`src/rtl/lsu_issue_dispatch.sv`:
```
// LSU issue dispatch: pops the head of the LSU request buffer into a single hold slot
// and offers it to the load or store unit, throttling loads by an outstanding-load budget.
module lsu_issue_dispatch #(
   parameter int unsigned TRANS_ID_W = 3,
   parameter int unsigned PAYLOAD_W  = 64,
   parameter int unsigned MAX_LD_OUT = 4
) (
   input  logic                  clk_i,
   input  logic                  rst_ni,
   input  logic                  flush_i,
   input  logic                  req_valid_i,
   input  logic                  req_is_store_i,
   input  logic [TRANS_ID_W-1:0] req_trans_id_i,
   input  logic [PAYLOAD_W-1:0]  req_payload_i,
   output logic                  pop_ld_o,
   output logic                  pop_st_o,
   output logic                  ld_valid_o,
   input  logic                  ld_ready_i,
   output logic                  st_valid_o,
   input  logic                  st_ready_i,
   output logic [TRANS_ID_W-1:0] issue_trans_id_o,
   output logic [PAYLOAD_W-1:0]  issue_payload_o,
   input  logic                  ld_done_i,
   output logic [3:0]            ld_outstanding_o,
   output logic                  idle_o
);

   localparam int unsigned CNT_W = 4;
   localparam logic [CNT_W-1:0] CNT_MAX = CNT_W'(MAX_LD_OUT);

   typedef enum logic [1:0] {
      IDLE    = 2'd0,
      HOLD_LD = 2'd1,
      HOLD_ST = 2'd2
   } state_e;

   state_e                state_q, state_d;
   logic [TRANS_ID_W-1:0] id_q, id_d;
   logic [PAYLOAD_W-1:0]  payload_q, payload_d;
   logic [CNT_W-1:0]      cnt_q, cnt_d, cnt_eff;
   logic                  idle_q;
   logic                  ld_hs, st_hs, slot_free, capture;

   assign ld_hs     = (state_q == HOLD_LD) && ld_ready_i;
   assign st_hs     = (state_q == HOLD_ST) && st_ready_i;
   assign slot_free = (state_q == IDLE) || ld_hs || st_hs;

   // Count as it will stand after this cycle's handshake/completion, saturating both ways
   always_comb begin
      cnt_eff = cnt_q;
      if (ld_hs && !ld_done_i) begin
         if (cnt_q != CNT_MAX) cnt_eff = cnt_q + CNT_W'(1);
      end else if (!ld_hs && ld_done_i) begin
         if (cnt_q != '0) cnt_eff = cnt_q - CNT_W'(1);
      end
   end

   assign capture = slot_free && req_valid_i && !flush_i &&
                    (req_is_store_i || (cnt_eff < CNT_MAX));

   // State register
   always_ff @(posedge clk_i or negedge rst_ni) begin
      if (!rst_ni) state_q <= IDLE;
      else         state_q <= state_d;
   end

   // Next-state logic: flush wins, then capture, then release on handshake
   always_comb begin
      state_d = state_q;
      if (flush_i) begin
         state_d = IDLE;
      end else if (capture) begin
         state_d = req_is_store_i ? HOLD_ST : HOLD_LD;
      end else if (ld_hs || st_hs) begin
         state_d = IDLE;
      end
   end

   // FSM outputs
   always_comb begin
      ld_valid_o = 1'b0;
      st_valid_o = 1'b0;
      pop_ld_o   = 1'b0;
      pop_st_o   = 1'b0;
      ld_valid_o = (state_q == HOLD_LD);
      st_valid_o = (state_q == HOLD_ST);
      pop_ld_o   = capture && !req_is_store_i;
      pop_st_o   = capture && req_is_store_i;
   end

   // Hold register and counter next values
   always_comb begin
      id_d      = id_q;
      payload_d = payload_q;
      cnt_d     = cnt_eff;
      if (flush_i) begin
         id_d      = '0;
         payload_d = '0;
         cnt_d     = '0;
      end else if (capture) begin
         id_d      = req_trans_id_i;
         payload_d = req_payload_i;
      end
   end

   always_ff @(posedge clk_i or negedge rst_ni) begin
      if (!rst_ni) begin
         id_q      <= '0;
         payload_q <= '0;
         cnt_q     <= '0;
         idle_q    <= 1'b1;
      end else begin
         id_q      <= id_d;
         payload_q <= payload_d;
         cnt_q     <= cnt_d;
         idle_q    <= (state_d == IDLE) && (cnt_d == '0);
      end
   end

   assign issue_trans_id_o = id_q;
   assign issue_payload_o  = payload_q;
   assign ld_outstanding_o = cnt_q;
   assign idle_o           = idle_q;

endmodule

```
`config.mk`:
```
export PLATFORM = sky130hd
export DESIGN_NAME = lsu_issue_dispatch
export DESIGN_NICKNAME = d
export VERILOG_FILES = /design/src/rtl/lsu_issue_dispatch.sv
export SDC_FILE = /design/constraint.sdc
export NUM_CORES = 1
export LEC_CHECK = 0
export ABC_AREA = 1
export CAP_MARGIN = 10
export CORE_MARGIN = 3
export CORE_UTILIZATION = 35
export CTS_BUF_LIST = sky130_fd_sc_hd__clkbuf_8
export DETAILED_ROUTE_END_ITERATION = 8
export PLACE_DENSITY_LB_ADDON = 0.3
export SYNTH_ARGS = -nofsm -noshare
export SYNTH_HDL_FRONTEND = slang
export SYNTH_SLANG_ARGS = --single-unit
```
`constraint.sdc`:
```
create_clock -name clk_i -period 2.1 [get_ports clk_i]
set_input_delay 0.63 -clock clk_i [delete_from_list [all_inputs] [get_ports clk_i]]
set_output_delay 0.63 -clock clk_i [all_outputs]
set_load 0.02 [all_outputs]
```
After elaboration in Yosys (flattened, before gate mapping)
Cells that the tools add are included.
W data, S select, Z words.
{ "classes": {"add_sub_neg": 2, "n_mul": 0, "div": 0, "n_lt_le_gt_ge": 1, "n_eq_ne": 3, "n_shift": 0, "n_mux": 13, "n_bitwise": 0, "n_reduce_logical": 23} }
{ "op_table": {"columns": ["op", "n"], "rows": [
  ["$mux W64", 2],
  ["$mux W4", 5],
  ["$logic_and A1 B1 Y1", 10],
  ["$mux W2", 4],
  ["$mux W3", 2],
  ["$add A4 B1 Y4 const B", 1],
  ["$logic_not A1 Y1", 4],
  ["$logic_not A2 Y1", 2],
  ["$logic_not A4 Y1", 1],
  ["$logic_or A1 B1 Y1", 4],
  ["$lt A4 B3 Y1 const B", 1],
  ["$ne A4 B3 Y1 const B", 1],
  ["$reduce_bool A4 Y1", 1],
  ["$sub A4 B1 Y4 const B", 1],
  ["$eq A2 B1 Y1 const B", 1],
  ["$eq A2 B2 Y1 const B", 1],
  ["$reduce_bool A2 Y1", 1]
]} }
{ "word_totals": {"regBits": 74, "latchBits": 0, "mem_bits_rw": 0, "romBits": 0, "output_inout_bits": 76, "elab_cells": 47, "mem_count": 0} }

Longest topological paths before layout
Gate-level depths: netlist of the first run.
{ "logic_depth": {"depth_word": 13, "depth_mapped": 14, "depth_no_buf": 12} }

Least setup slack after synthesis of the first run
No wires, ideal clock.
{ "synth_timing": {"path_kind": "register to output", "from": "register cnt_q[0], in the netlist ld_outstanding_o[0]", "to": "output pop_ld_o", "arrival_ns": 1.830, "slack_ns": -0.360, "path_stages_with_launch": 10, "path_cell_list": "dfrtp_1 > inv_1 > ha_1 > xor2_1 > nand3_1 > nand2_1 > nand2_1 > nand3_2 > buf_2 > nor2_1"} }
{ "synth_via": {"elab_chain_len": 8} }
{ "synth_lines": {"columns": ["element", "line_no", "rtl"], "rows": [
  ["start, declared", "40", "logic [CNT_W-1:0] cnt_q, cnt_d, cnt_eff;"],
  ["start signal, assigned", "115", "cnt_q <= cnt_d;"],
  ["$sub A4 B1 Y4 or $reduce_bool A4 Y1 (tied branches)", "54", "if (cnt_q != '0) cnt_eff = cnt_q - CNT_W'(1);"],
  ["$mux W4", "54", null],
  ["$mux W4", "53", "end else if (!ld_hs && ld_done_i) begin"],
  ["$mux W4 (*)", "51", "if (ld_hs && !ld_done_i) begin"],
  ["$lt A4 B3 Y1 (*)", "59", "(req_is_store_i || (cnt_eff < CNT_MAX));"],
  ["$logic_or A1 B1 Y1 (*)", "59", null],
  ["$logic_and A1 B1 Y1 (*)", "58", "assign capture = slot_free && req_valid_i && !flush_i &&"],
  ["$logic_and A1 B1 Y1 (*)", "87", "pop_ld_o = capture && !req_is_store_i;"],
  ["end, declared", "15", "output logic pop_ld_o,"]
]} }
Mark *: on every way between the ends. The rest lies on a longest branch, timed or not.

Final worst setup path of the first run
{ "layout_timing": {"from": "input ld_done_i", "to": "output pop_ld_o"} }
{ "layout_via": {"elab_chain_len": 7} }
{ "layout_lines": {"columns": ["element", "line_no", "rtl"], "rows": [
  ["start, declared", "23", "input logic ld_done_i,"],
  ["$logic_and A1 B1 Y1 or $logic_not A1 Y1 (tied branches)", "53, 51", null],
  ["$mux W4 or $logic_and A1 B1 Y1 (tied branches)", "53, 51", null],
  ["$mux W4 (*)", "51", null],
  ["$lt A4 B3 Y1 (*)", "59", null],
  ["$logic_or A1 B1 Y1 (*)", "59", null],
  ["$logic_and A1 B1 Y1 (*)", "58", null],
  ["$logic_and A1 B1 Y1 (*)", "87", null]
]} }
Marked as above.

==> run summary, run 1 <==
Status = finished, violations left
Violated checks = setup timing
Maximum fanout encountered on the critical timing path = 4
Total wire length = 10500 um
Depth of the most critical reg-to-reg path = 20
Final HPWL from detailed placement = 6640 um
Number of search-and-repair iterations in the first detailed-routing pass = 4
Final count of hold timing violations = 0
Kind of start point of the critical path = input port
Synth top area share = 0.564
Number of antenna violations at the first check in global routing = 0
Number of setup violations in the final report = 52
Area of the core = 8850 sq um
Most frequent cell after synthesis = nand2_1
Total DRC errors in the routed layout = 0
Syn Std Cell Area = 3240 sq um
Number of levels the H-tree was split into = 3
Worst min-delay path class = in2async
Mean routed wirelength per cell = 15.3 um
Fin crit share = 1.16
Largest net degree at the start of global routing = 44
Register-to-register setup slack = -0.20 ns
Clock Tree Root = clkbuf_8
Cell accounting for the most synthesized area = dfrtp_1
Starting DRT DRC Count = 137
Overall power of the completed layout = 6200 uW
Worst vdd ir = 0.000502 V
Fin nets = 648
Row Count = 34
Total Die Area = 10400 sq um
Fin Clk Skew = 0.0107 ns
Avg Cell Area, Syn = 8.45 sq um
Critical Path End = pop_ld_o
Area growth syn-to-layout = 71.8%
R2r startpoint = ld_outstanding_o[1]
CTS tree = done
Power per cell area = 1110 nW/um^2
Count of state elements after synthesis = 74
Clock transition at the registers of the reported paths = 0.08 ns
Number of max-capacitance violations reported = 0
Crit path DAT = 1.80 ns
Synth area leaders = dfrtp_1, nand2_1, nand3_1
Worst-case clock buffer depth = 2
Placed Instance Area = 5060 sq um
Number of fill cells in the layout = 745
Transition time at the pin with the least slew margin = 0.439 ns
Layout cells sized above 1 = 0.189
Post-DRT Antenna Nets = 0
Summed area of non-filler cells in the final layout = 5560 sq um
Final GP Congestion = 0.948
Global-route wire length before repair = 16200 um
Combined area of the multi-input logic cells = 1280 sq um
Via count of the routed design = 3280
Die Height = 102 um
Element type at the critical path end = output pin
Final Max Tran Viols = 0
Share of synthesized registers carrying an async set or reset = 1.00
Data required, critical path = 1.47 ns
Critical register-to-register path endpoint = idle_o
Number of sinks handled by clock tree synthesis = 74
Ranking of synthesized cells by instance count = nand2_1, nand3_1, dfrtp_1
Initial Util = 0.366
Worst-case setup margin in the final layout = -0.328 ns
Post-Syn Nets = 460
Horizontal die dimension = 102 um
Leak = 0.00284 uW
Global Route Usage Sum = 0.200
Sequential Area = 1860 sq um
Vias in the first global route = 3211
Slew HR = 0.708
Tmin final = 2.43 ns
Sequential share of the synthesized area = 0.572
Total number of yosys warnings = 0
Num CTS Buffers = 9
Start point of the critical path = ld_done_i
Highest achievable clock rate = 412 MHz
Number of enable-type register cells in the synthesized netlist = 0
Synth Flop Type = dfrtp_1
IO Port Bufs = 150
Clock latency on the worst-skew pair = 0.34 ns
Overflow left after global routing = 0
Crit Path Class = in2out
Number of cells produced by synthesis = 383
Setup repair after global routing missed its margin = yes
Count of pins on the block boundary = 151
Count of cell types in the netlist = 23
Vias per cell = 4.80
Number of inserted diodes = 0
stage by stage:
step | TNS (ns) | instances | util | worst slack (ns) | hold WS, ns
after floorplan | -0.0863 | 383 | - | -0.0863 | 0.334
after detailed placement | -72.69 | 650 | 0.572 | -1.11 | 0.492
after global routing | -11.06 | 684 | 0.628 | -0.383 | 0.225
after global placement | -65.53 | 650 | 0.572 | -1.04 | 0.489
after CTS | -2.00 | 681 | 0.619 | -0.263 | 0.221
final | -3.95 | 684 | 0.628 | -0.328 | 0.219
kinds of logic (layout without fill, tap and decap cells):
family          after synthesis  after routing  share of synthesized area
simple gates                258            258                      0.344
xor+xnor                      2              2                    0.00541
compound gates                5              5                    0.00773
buf+inv                      42            235                     0.0630
flops                        74             74                      0.572
fa+ha+maj                     2              2                    0.00773
routing by layer:
| layer | part of all wire | GRT usage |
|---|---|---|
| met1 | 0.41 | 0.245 |
| met2 | 0.51 | 0.335 |
| met3 | 0.066 | 0.0635 |
| met4 | 0.017 | 0.0646 |
| met5 | 0 | 0 |
worst min-delay path by stage:
| stage | depth (start not counted) | slack (ns) | endpoint | startpoint |
|---|---|---|---|---|
| after floorplan | 0 | 0.33 | issue_payload_o[0] | rst_ni |
| after global placement | 2 | 0.49 | issue_payload_o[31] | issue_payload_o[31] |
| after detailed placement | 2 | 0.49 | issue_payload_o[30] | issue_payload_o[30] |
| after CTS | 1 | 0.22 | issue_payload_o[2] | rst_ni |
| after global routing | 1 | 0.22 | issue_payload_o[2] | rst_ni |
| final | 1 | 0.22 | issue_payload_o[2] | rst_ni |
report_power, final:
group / internal, uW / switching (uW) / total [uW]
clock network: 547 / 534 / 1080
logic: 1500 / 1550 / 3050
registers: 1810 / 256 / 2070
total: 3860 / 2340 / 6200
registers in the layout (all words and copies together) (netlist names):
register and count:
idle_o 1, issue_trans_id_o 3, issue_payload_o 64, state_q 2, ld_outstanding_o 4
critical path, stage by stage:
cell	delay, ns
dlygate4sd2_1	0.34
nand2_2	0.14
a21oi_1	0.18
nand2_1	0.10
nand2_1	0.09
nand3_2	0.11
nor2_4	0.10
buf_6	0.12
cell type report:
| type | count | area share |
|---|---|---|
| Timing Repair Buffer | 199 | 0.363 |
| Clock buffer | 9 | 0.0223 |
| Tap cell | 108 | 0.0243 |
| Sequential cell | 74 | 0.335 |
| Clock inverter | 7 | 0.0124 |
| Multi-Input combinational cell | 267 | 0.230 |
| Inverter | 20 | 0.0135 |
layout by cell type (no fill, tap or decap), types with 2 or more instances in the layout:
master           netlist  layout
nor2_1                 7       2
inv_2                  5       8
nand4_1                3       3
inv_1                 15      13
dfrtp_2                0       6
nand2_1              155     152
bufbuf_16              0       3
dlygate4sd2_1          0       9
buf_12                 0       4
nand3_2                2       7
clkdlybuf4s50_1        0     135
nand3_1               84      78
clkinv_2               0       2
nor2_2                 4       5
clkbuf_8               0       9
dfrtp_1               73      67
nor2_4                 0       4
nand2_2                2       5
buf_4                  2      39
o21ai_0                2       2
buf_6                  4       6
what timing repair did:
item,4_1_cts,5_1_grt
gates resized for setup,37,17
buffers inserted,12,4
hold endpoints to repair,0,0
hold buffers,0,0
gates cloned,3,0
pin swaps,10,8
endpoints found under the setup margin,77,73
Power figures use the tool's default switching activity.
==> run 2: changes to the inputs <==
Settings changed: CTS_CLUSTER_DIAMETER set to 50, CTS_CLUSTER_SIZE set to 12, DONT_BUFFER_PORTS set to 1.
==> run summary, run 2 (synthesized netlist as in run 1, its figures left out) <==
Crit path DAT = 1.72 ns (was 1.80 ns)
Via count of the routed design = 2580 (was 3280)
Final HPWL from detailed placement = 5750 um (was 6640 um)
Total Die Area = 10400 sq um (unchanged)
Layout cells sized above 1 = 0.172 (was 0.189)
Final Max Tran Viols = 0 (unchanged)
Largest net degree at the start of global routing = 75 (was 44)
Final GP Congestion = 0.858 (was 0.948)
Transition time at the pin with the least slew margin = 0.504 ns (was 0.439 ns)
Maximum fanout encountered on the critical timing path = 4 (unchanged)
Crit Path Class = reg2out (was in2out)
Total wire length = 8210 um (was 10500 um)
Worst-case clock buffer depth = 2 (unchanged)
Overall power of the completed layout = 5090 uW (was 6200 uW)
Post-DRT Antenna Nets = 0 (unchanged)
Total DRC errors in the routed layout = 0 (unchanged)
Starting DRT DRC Count = 114 (was 137)
Number of sinks handled by clock tree synthesis = 74 (unchanged)
IO Port Bufs = 0 (was 150)
Area of the core = 8850 sq um (unchanged)
Leak = 0.00206 uW (was 0.00284 uW)
Kind of start point of the critical path = flop (was input port)
Row Count = 34 (unchanged)
Power per cell area = 1350 nW/um^2 (was 1110 nW/um^2)
Worst vdd ir = 0.000514 V (was 0.000502 V)
Data required, critical path = 1.47 ns (about the same)
Mean routed wirelength per cell = 16.1 um (was 15.3 um)
Most frequent cells in the layout = nand2_1, nand3_1, dfrtp_1 (was nand2_1, clkdlybuf4s50_1, nand3_1)
Overflow left after global routing = 0 (unchanged)
Fin crit share = 1.12 (was 1.16)
Placed Instance Area = 3470 sq um (was 5060 sq um)
Summed area of non-filler cells in the final layout = 3780 sq um (was 5560 sq um)
Number of inserted diodes = 0 (unchanged)
Share of the core filled with cells = 0.427 (was 0.628)
Clock Tree Root = clkbuf_8 (unchanged)
Die Height = 102 um (unchanged)
Final count of hold timing violations = 73 (was 0)
Fin Clk Skew = 0.0132 ns (was 0.0107 ns)
Fin nets = 473 (was 648)
Clock transition at the registers of the reported paths = 0.08 ns (about the same)
Number of search-and-repair iterations in the first detailed-routing pass = 5 (was 4)
Worst-case setup margin in the final layout = -0.247 ns (was -0.328 ns)
Num CTS Buffers = 9 (unchanged)
Cell count after placement = 489 (was 650)
Violated checks = hold timing, setup timing (was setup timing)
Number of antenna violations at the first check in global routing = 0 (unchanged)
Vias in the first global route = 2592 (was 3211)
Vias per cell = 5.07 (was 4.80)
Number of fill cells in the layout = 897 (was 745)
Status = finished, violations left (unchanged)
Register-to-register setup slack = 0.01 ns (was -0.20 ns)
Number of levels the H-tree was split into = 3 (unchanged)
Clock latency on the worst-skew pair = 0.35 ns (was 0.34 ns)
Element type at the critical path end = output pin (unchanged)
Count of pins on the block boundary = 151 (unchanged)
Initial Util = 0.366 (unchanged)
Global Route Usage Sum = 0.160 (was 0.200)
Number of max-capacitance violations reported = 0 (unchanged)
Area growth syn-to-layout = 16.7% (was 71.8%)
Tmin final = 2.35 ns (was 2.43 ns)
Most common library cell in the layout ignoring fill and taps = nand2_1 (unchanged)
Count of placed standard cells in the final layout, fillers left out = 509 (was 684)
Horizontal die dimension = 102 um (unchanged)
Number of flip-flops in the largest register = 64 (unchanged)
Global-route wire length before repair = 13000 um (was 16200 um)
Highest achievable clock rate = 426 MHz (was 412 MHz)
Setup repair after global routing missed its margin = yes (unchanged)
Worst min-delay path class = in2async (unchanged)
CTS tree = done (unchanged)
Final worst hold slack = -0.0324 ns (was 0.219 ns)
Number of setup violations in the final report = 2 (was 52)
Slew HR = 0.663 (was 0.708)
[run 2: cell count changes in the layout (fill, tap and decap cells not counted), sizes merged]
cell,previous run,this run
clkdlybuf4s50,135,0
buf,50,24
dlygate4sd2,9,0
bufbuf,3,0
clkinv,3,0
bufinv,1,2
clkbuf,9,10
clkdlybuf4s15,1,0
dlymetal6s2s,1,0
inv,22,23
[run 2: critical path, cell delays in order (launching register included)]
cell	delay, ns
dfrtp_2	0.44
ha_1	0.22
xnor2_1	0.17
nand3_1	0.12
nand2_1	0.10
nand3_2	0.11
nor2_4	0.09
buf_6	0.12
[run 2: area by class of cell]
type                            count  area (sq um)  share of cell area
Clock buffer                       10           138              0.0364
Clock inverter                      6          88.8              0.0235
Inverter                           20          77.6              0.0205
Multi-Input combinational cell    267          1250               0.331
Sequential cell                    74          1860               0.492
Tap cell                          108           135              0.0358
Timing Repair Buffer               24           229              0.0606
[run 2: repair_timing]
action | CTS | global route
buffers inserted | 4 | 0
setup endpoints to repair | 13 | 69
hold endpoints to repair | 73 | 73
pin swaps | 6 | 2
gates cloned | 0 | 0
gates resized for setup | 6 | 8
[run 2: stage by stage]
step / setup TNS, ns / worst slack (ns)
global route: -9.53 / -0.378
CTS: -0.365 / -0.307
detailed placement: -0.450 / -0.0344
global placement: -0.000124 / -0.000124
floorplan: -0.0863 / -0.0863
finish: -0.315 / -0.247
[run 2: worst paths after layout]
path | from | endpoint | cells after the start
hold reg to reg | ld_outstanding_o[0] | ld_outstanding_o[0] | 3
min in group clk_i | req_trans_id_i[1] | issue_trans_id_o[1] | 2
setup reg to reg | ld_outstanding_o[0] | issue_payload_o[19] | 12
max in group asynchronous | rst_ni | idle_o | 0
setup / recovery | ld_outstanding_o[0] | pop_ld_o | 7
hold / removal | rst_ni | issue_payload_o[9] | 0
[run 2: power breakdown]
group          internal, uW  switching (uW)  total (uW)
combinational           499             771        1270
clock                   706             536        1240
sequential             1810             766        2580
[run 2: metal layers]
| layer | GRT usage | wire length (um) | share of wire |
|---|---|---|---|
| met2 | 0.254 | 4090 | 0.50 |
| met1 | 0.204 | 3440 | 0.42 |
| met5 | 0 | 0 | 0 |
| met4 | 0.0565 | 112 | 0.014 |
| met3 | 0.0539 | 578 | 0.070 |
==> run 3: changes to the inputs <==
Settings changed: CORE_UTILIZATION 35 to 50.
==> run summary, run 3 (synthesized netlist as in run 1, its figures left out) <==
Comb power frac = 0.294 (was 0.250)
Data required, critical path = 1.47 ns (about the same)
Fin crit share = 1.16 (was 1.12)
Total DRC errors in the routed layout = 0 (unchanged)
Number of fill cells in the layout = 513 (was 897)
Power per cell area = 1330 nW/um^2 (was 1350 nW/um^2)
Overflow left after global routing = 0 (unchanged)
Clock Tree Root = clkbuf_8 (unchanged)
Most frequent cells in the layout = nand2_1, nand3_1, dfrtp_1 (unchanged)
Setup repair after global routing missed its margin = yes (unchanged)
Total wire length = 8380 um (was 8210 um)
Violated checks = hold timing, setup timing (unchanged)
Tmin final = 2.43 ns (was 2.35 ns)
Crit path DAT = 1.80 ns (was 1.72 ns)
Crit Path Class = reg2out (unchanged)
Global-route track usage on met2 = 0.329 (was 0.254)
R2r startpoint = ld_outstanding_o[0] (unchanged)
Element type at the critical path end = output pin (unchanged)
Mean routed wirelength per cell = 17.2 um (was 16.1 um)
Worst min-delay path class = in2async (unchanged)
Worst-case clock buffer depth = 2 (unchanged)
Highest achievable clock rate = 412 MHz (was 426 MHz)
Overall power of the completed layout = 5280 uW (was 5090 uW)
Register-to-register setup slack = 0.11 ns (was 0.01 ns)
Number of flip-flops in the largest register = 64 (unchanged)
Critical register-to-register path endpoint = issue_payload_o[15] (was issue_payload_o[19])
Worst vdd ir = 0.000687 V (was 0.000514 V)
Met1 usage in global routing = 0.265 (was 0.204)
Placed Instance Area = 3430 sq um (was 3470 sq um)
Vias in the first global route = 2508 (was 2592)
Num CTS Buffers = 9 (unchanged)
Layout cells sized above 1 = 0.208 (was 0.172)
Largest net degree at the start of global routing = 75 (unchanged)
Horizontal die dimension = 86.5 um (was 102 um)
Slew HR = 0.746 (was 0.663)
IO Port Bufs = 0 (unchanged)
Start point of the critical path = state_q[1] (was ld_outstanding_o[0])
Internal power contribution = 3150 uW (was 3020 uW)
Initial Util = 0.531 (was 0.366)
Sw Pwr = 2130 uW (was 2070 uW)
Maximum fanout encountered on the critical timing path = 5 (was 4)
Switching power share of the total = 0.403 (was 0.407)
Clock latency on the worst-skew pair = 0.33 ns (was 0.35 ns)
Number of sinks handled by clock tree synthesis = 74 (unchanged)
Kind of start point of the critical path = flop (unchanged)
Fin Clk Skew = 0.00923 ns (was 0.0132 ns)
Worst-case setup margin in the final layout = -0.326 ns (was -0.247 ns)
Vias per cell = 5.51 (was 5.07)
Routing usage on met3 = 0.0694 (was 0.0539)
Area growth syn-to-layout = 22.7% (was 16.7%)
Final count of hold timing violations = 23 (was 73)
Summed area of non-filler cells in the final layout = 3970 sq um (was 3780 sq um)
Die Height = 86.5 um (was 102 um)
Critical path's largest stage delay = 0.45 ns (was 0.44 ns)
Leak = 0.00216 uW (was 0.00206 uW)
Most common library cell in the layout ignoring fill and taps = nand2_1 (unchanged)
Area of the core = 6100 sq um (was 8850 sq um)
Critical Path, Cell by Cell = buf_4, nor2_2, nand3b_1, nand3_1, inv_2, nor2_2, nand3_2, nor2_4, buf_6 (was ha_1, xnor2_1, nand3_1, nand2_1, nand3_2, nor2_4, buf_6)
Transition time at the pin with the least slew margin = 0.379 ns (was 0.504 ns)
Via count of the routed design = 2688 (was 2580)
Status = finished, violations left (unchanged)
Number of search-and-repair iterations in the first detailed-routing pass = 4 (was 5)
Final HPWL from detailed placement = 5170 um (was 5750 um)
Register share of total power = 0.487 (was 0.506)
Depth of the most critical reg-to-reg path = 12 (unchanged)
Final GP Congestion = 0.923 (was 0.858)
Number of levels the H-tree was split into = 3 (unchanged)
Fin nets = 486 (was 473)
Clk network pwr share = 0.219 (was 0.244)
Cell occurring most often along the worst timing path = nor2_2
Final worst hold slack = -0.0153 ns (was -0.0324 ns)
Clock transition at the registers of the reported paths = 0.08 ns (about the same)
Post-DRT Antenna Nets = 0 (unchanged)
Number of inserted diodes = 0 (unchanged)
Number of setup violations in the final report = 2 (unchanged)
Final Max Tran Viols = 0 (unchanged)
Global route hottest layer = met2 (unchanged)
Cell with the largest stage delay on the worst path = dfrtp_2 (unchanged)
Count of pins on the block boundary = 151 (unchanged)
Global-route wire length before repair = 12200 um (was 13000 um)
Row Count = 28 (was 34)
Number of max-capacitance violations reported = 0 (unchanged)
Starting DRT DRC Count = 167 (was 114)
Total Die Area = 7480 sq um (was 10400 sq um)
CTS tree = done (unchanged)
Global Route Usage Sum = 0.208 (was 0.160)
Number of antenna violations at the first check in global routing = 0 (unchanged)
## run 3: cell count changes in the layout (fill, tap and decap cells not counted), sizes merged
cell and delta:
clkbuf +4, inv -2, buf +8, clkinv +1, clkinvlp +1
## run 3: critical path, delay by kind of cell, from the launching register on
family                 cells  cell delay, ns
and+or+nand+nor            6            0.71
DFF                        1            0.45
buffers and inverters      3            0.32
## run 3: final cells by class
class                   instances  area (sq um)  area share
clock buffers                   9           124      0.0312
flip-flops and latches         74          1860       0.468
well taps                      75          93.8      0.0236
inverters                      20          75.1      0.0189
clock inverters                 6          83.8      0.0211
multi-input cells             267          1280       0.323
repair buffers                 37           452       0.114
## run 3: timing repair
action | in CTS | in global routing
endpoints found under the setup margin | 2 | 71
cloned | 0 | 5
buffers inserted | 14 | 4
gates resized for setup | 8 | 19
pin swaps | 6 | 9
hold endpoints to repair | 73 | 73
## run 3: stage by stage
step	util	instances	hold slack [ns]	setup slack, ns	TNS [ns]
after floorplan	-	383	0.334	-0.0863	-0.0863
after global placement	0.563	455	0.336	0.0200	0
after detailed placement	0.563	455	0.336	-0.0136	-0.0136
after CTS	0.620	484	-0.0364	-0.284	-0.612
after global routing	0.652	488	-0.0444	-0.436	-0.697
final	0.652	488	-0.0153	-0.326	-0.489
## run 3: power by group through the flow
stage	clock network (uW)	logic (uW)	registers [uW]
after floorplan	0	926	2520
after global placement	0	1160	2590
after detailed placement	0	1210	2600
after CTS	1180	1280	2580
after global routing	1250	1730	2620
final	1160	1550	2570
## run 3: worst max path at each step
stage,endpoint,slack (ns)
floorplan,pop_ld_o,-0.09
global placement,pop_ld_o,0.02
detailed placement,pop_ld_o,-0.01
CTS,pop_ld_o,-0.28
global route,pop_ld_o,-0.44
finish,pop_ld_o,-0.33
## run 3: layer usage
metal | wire length (um) | vias to the layer above
met2 | 4130 | 118
met3 | 710 | 16
li1 | - | 1273
met5 | 0 | -
met1 | 3350 | 1281
met4 | 191 | 0
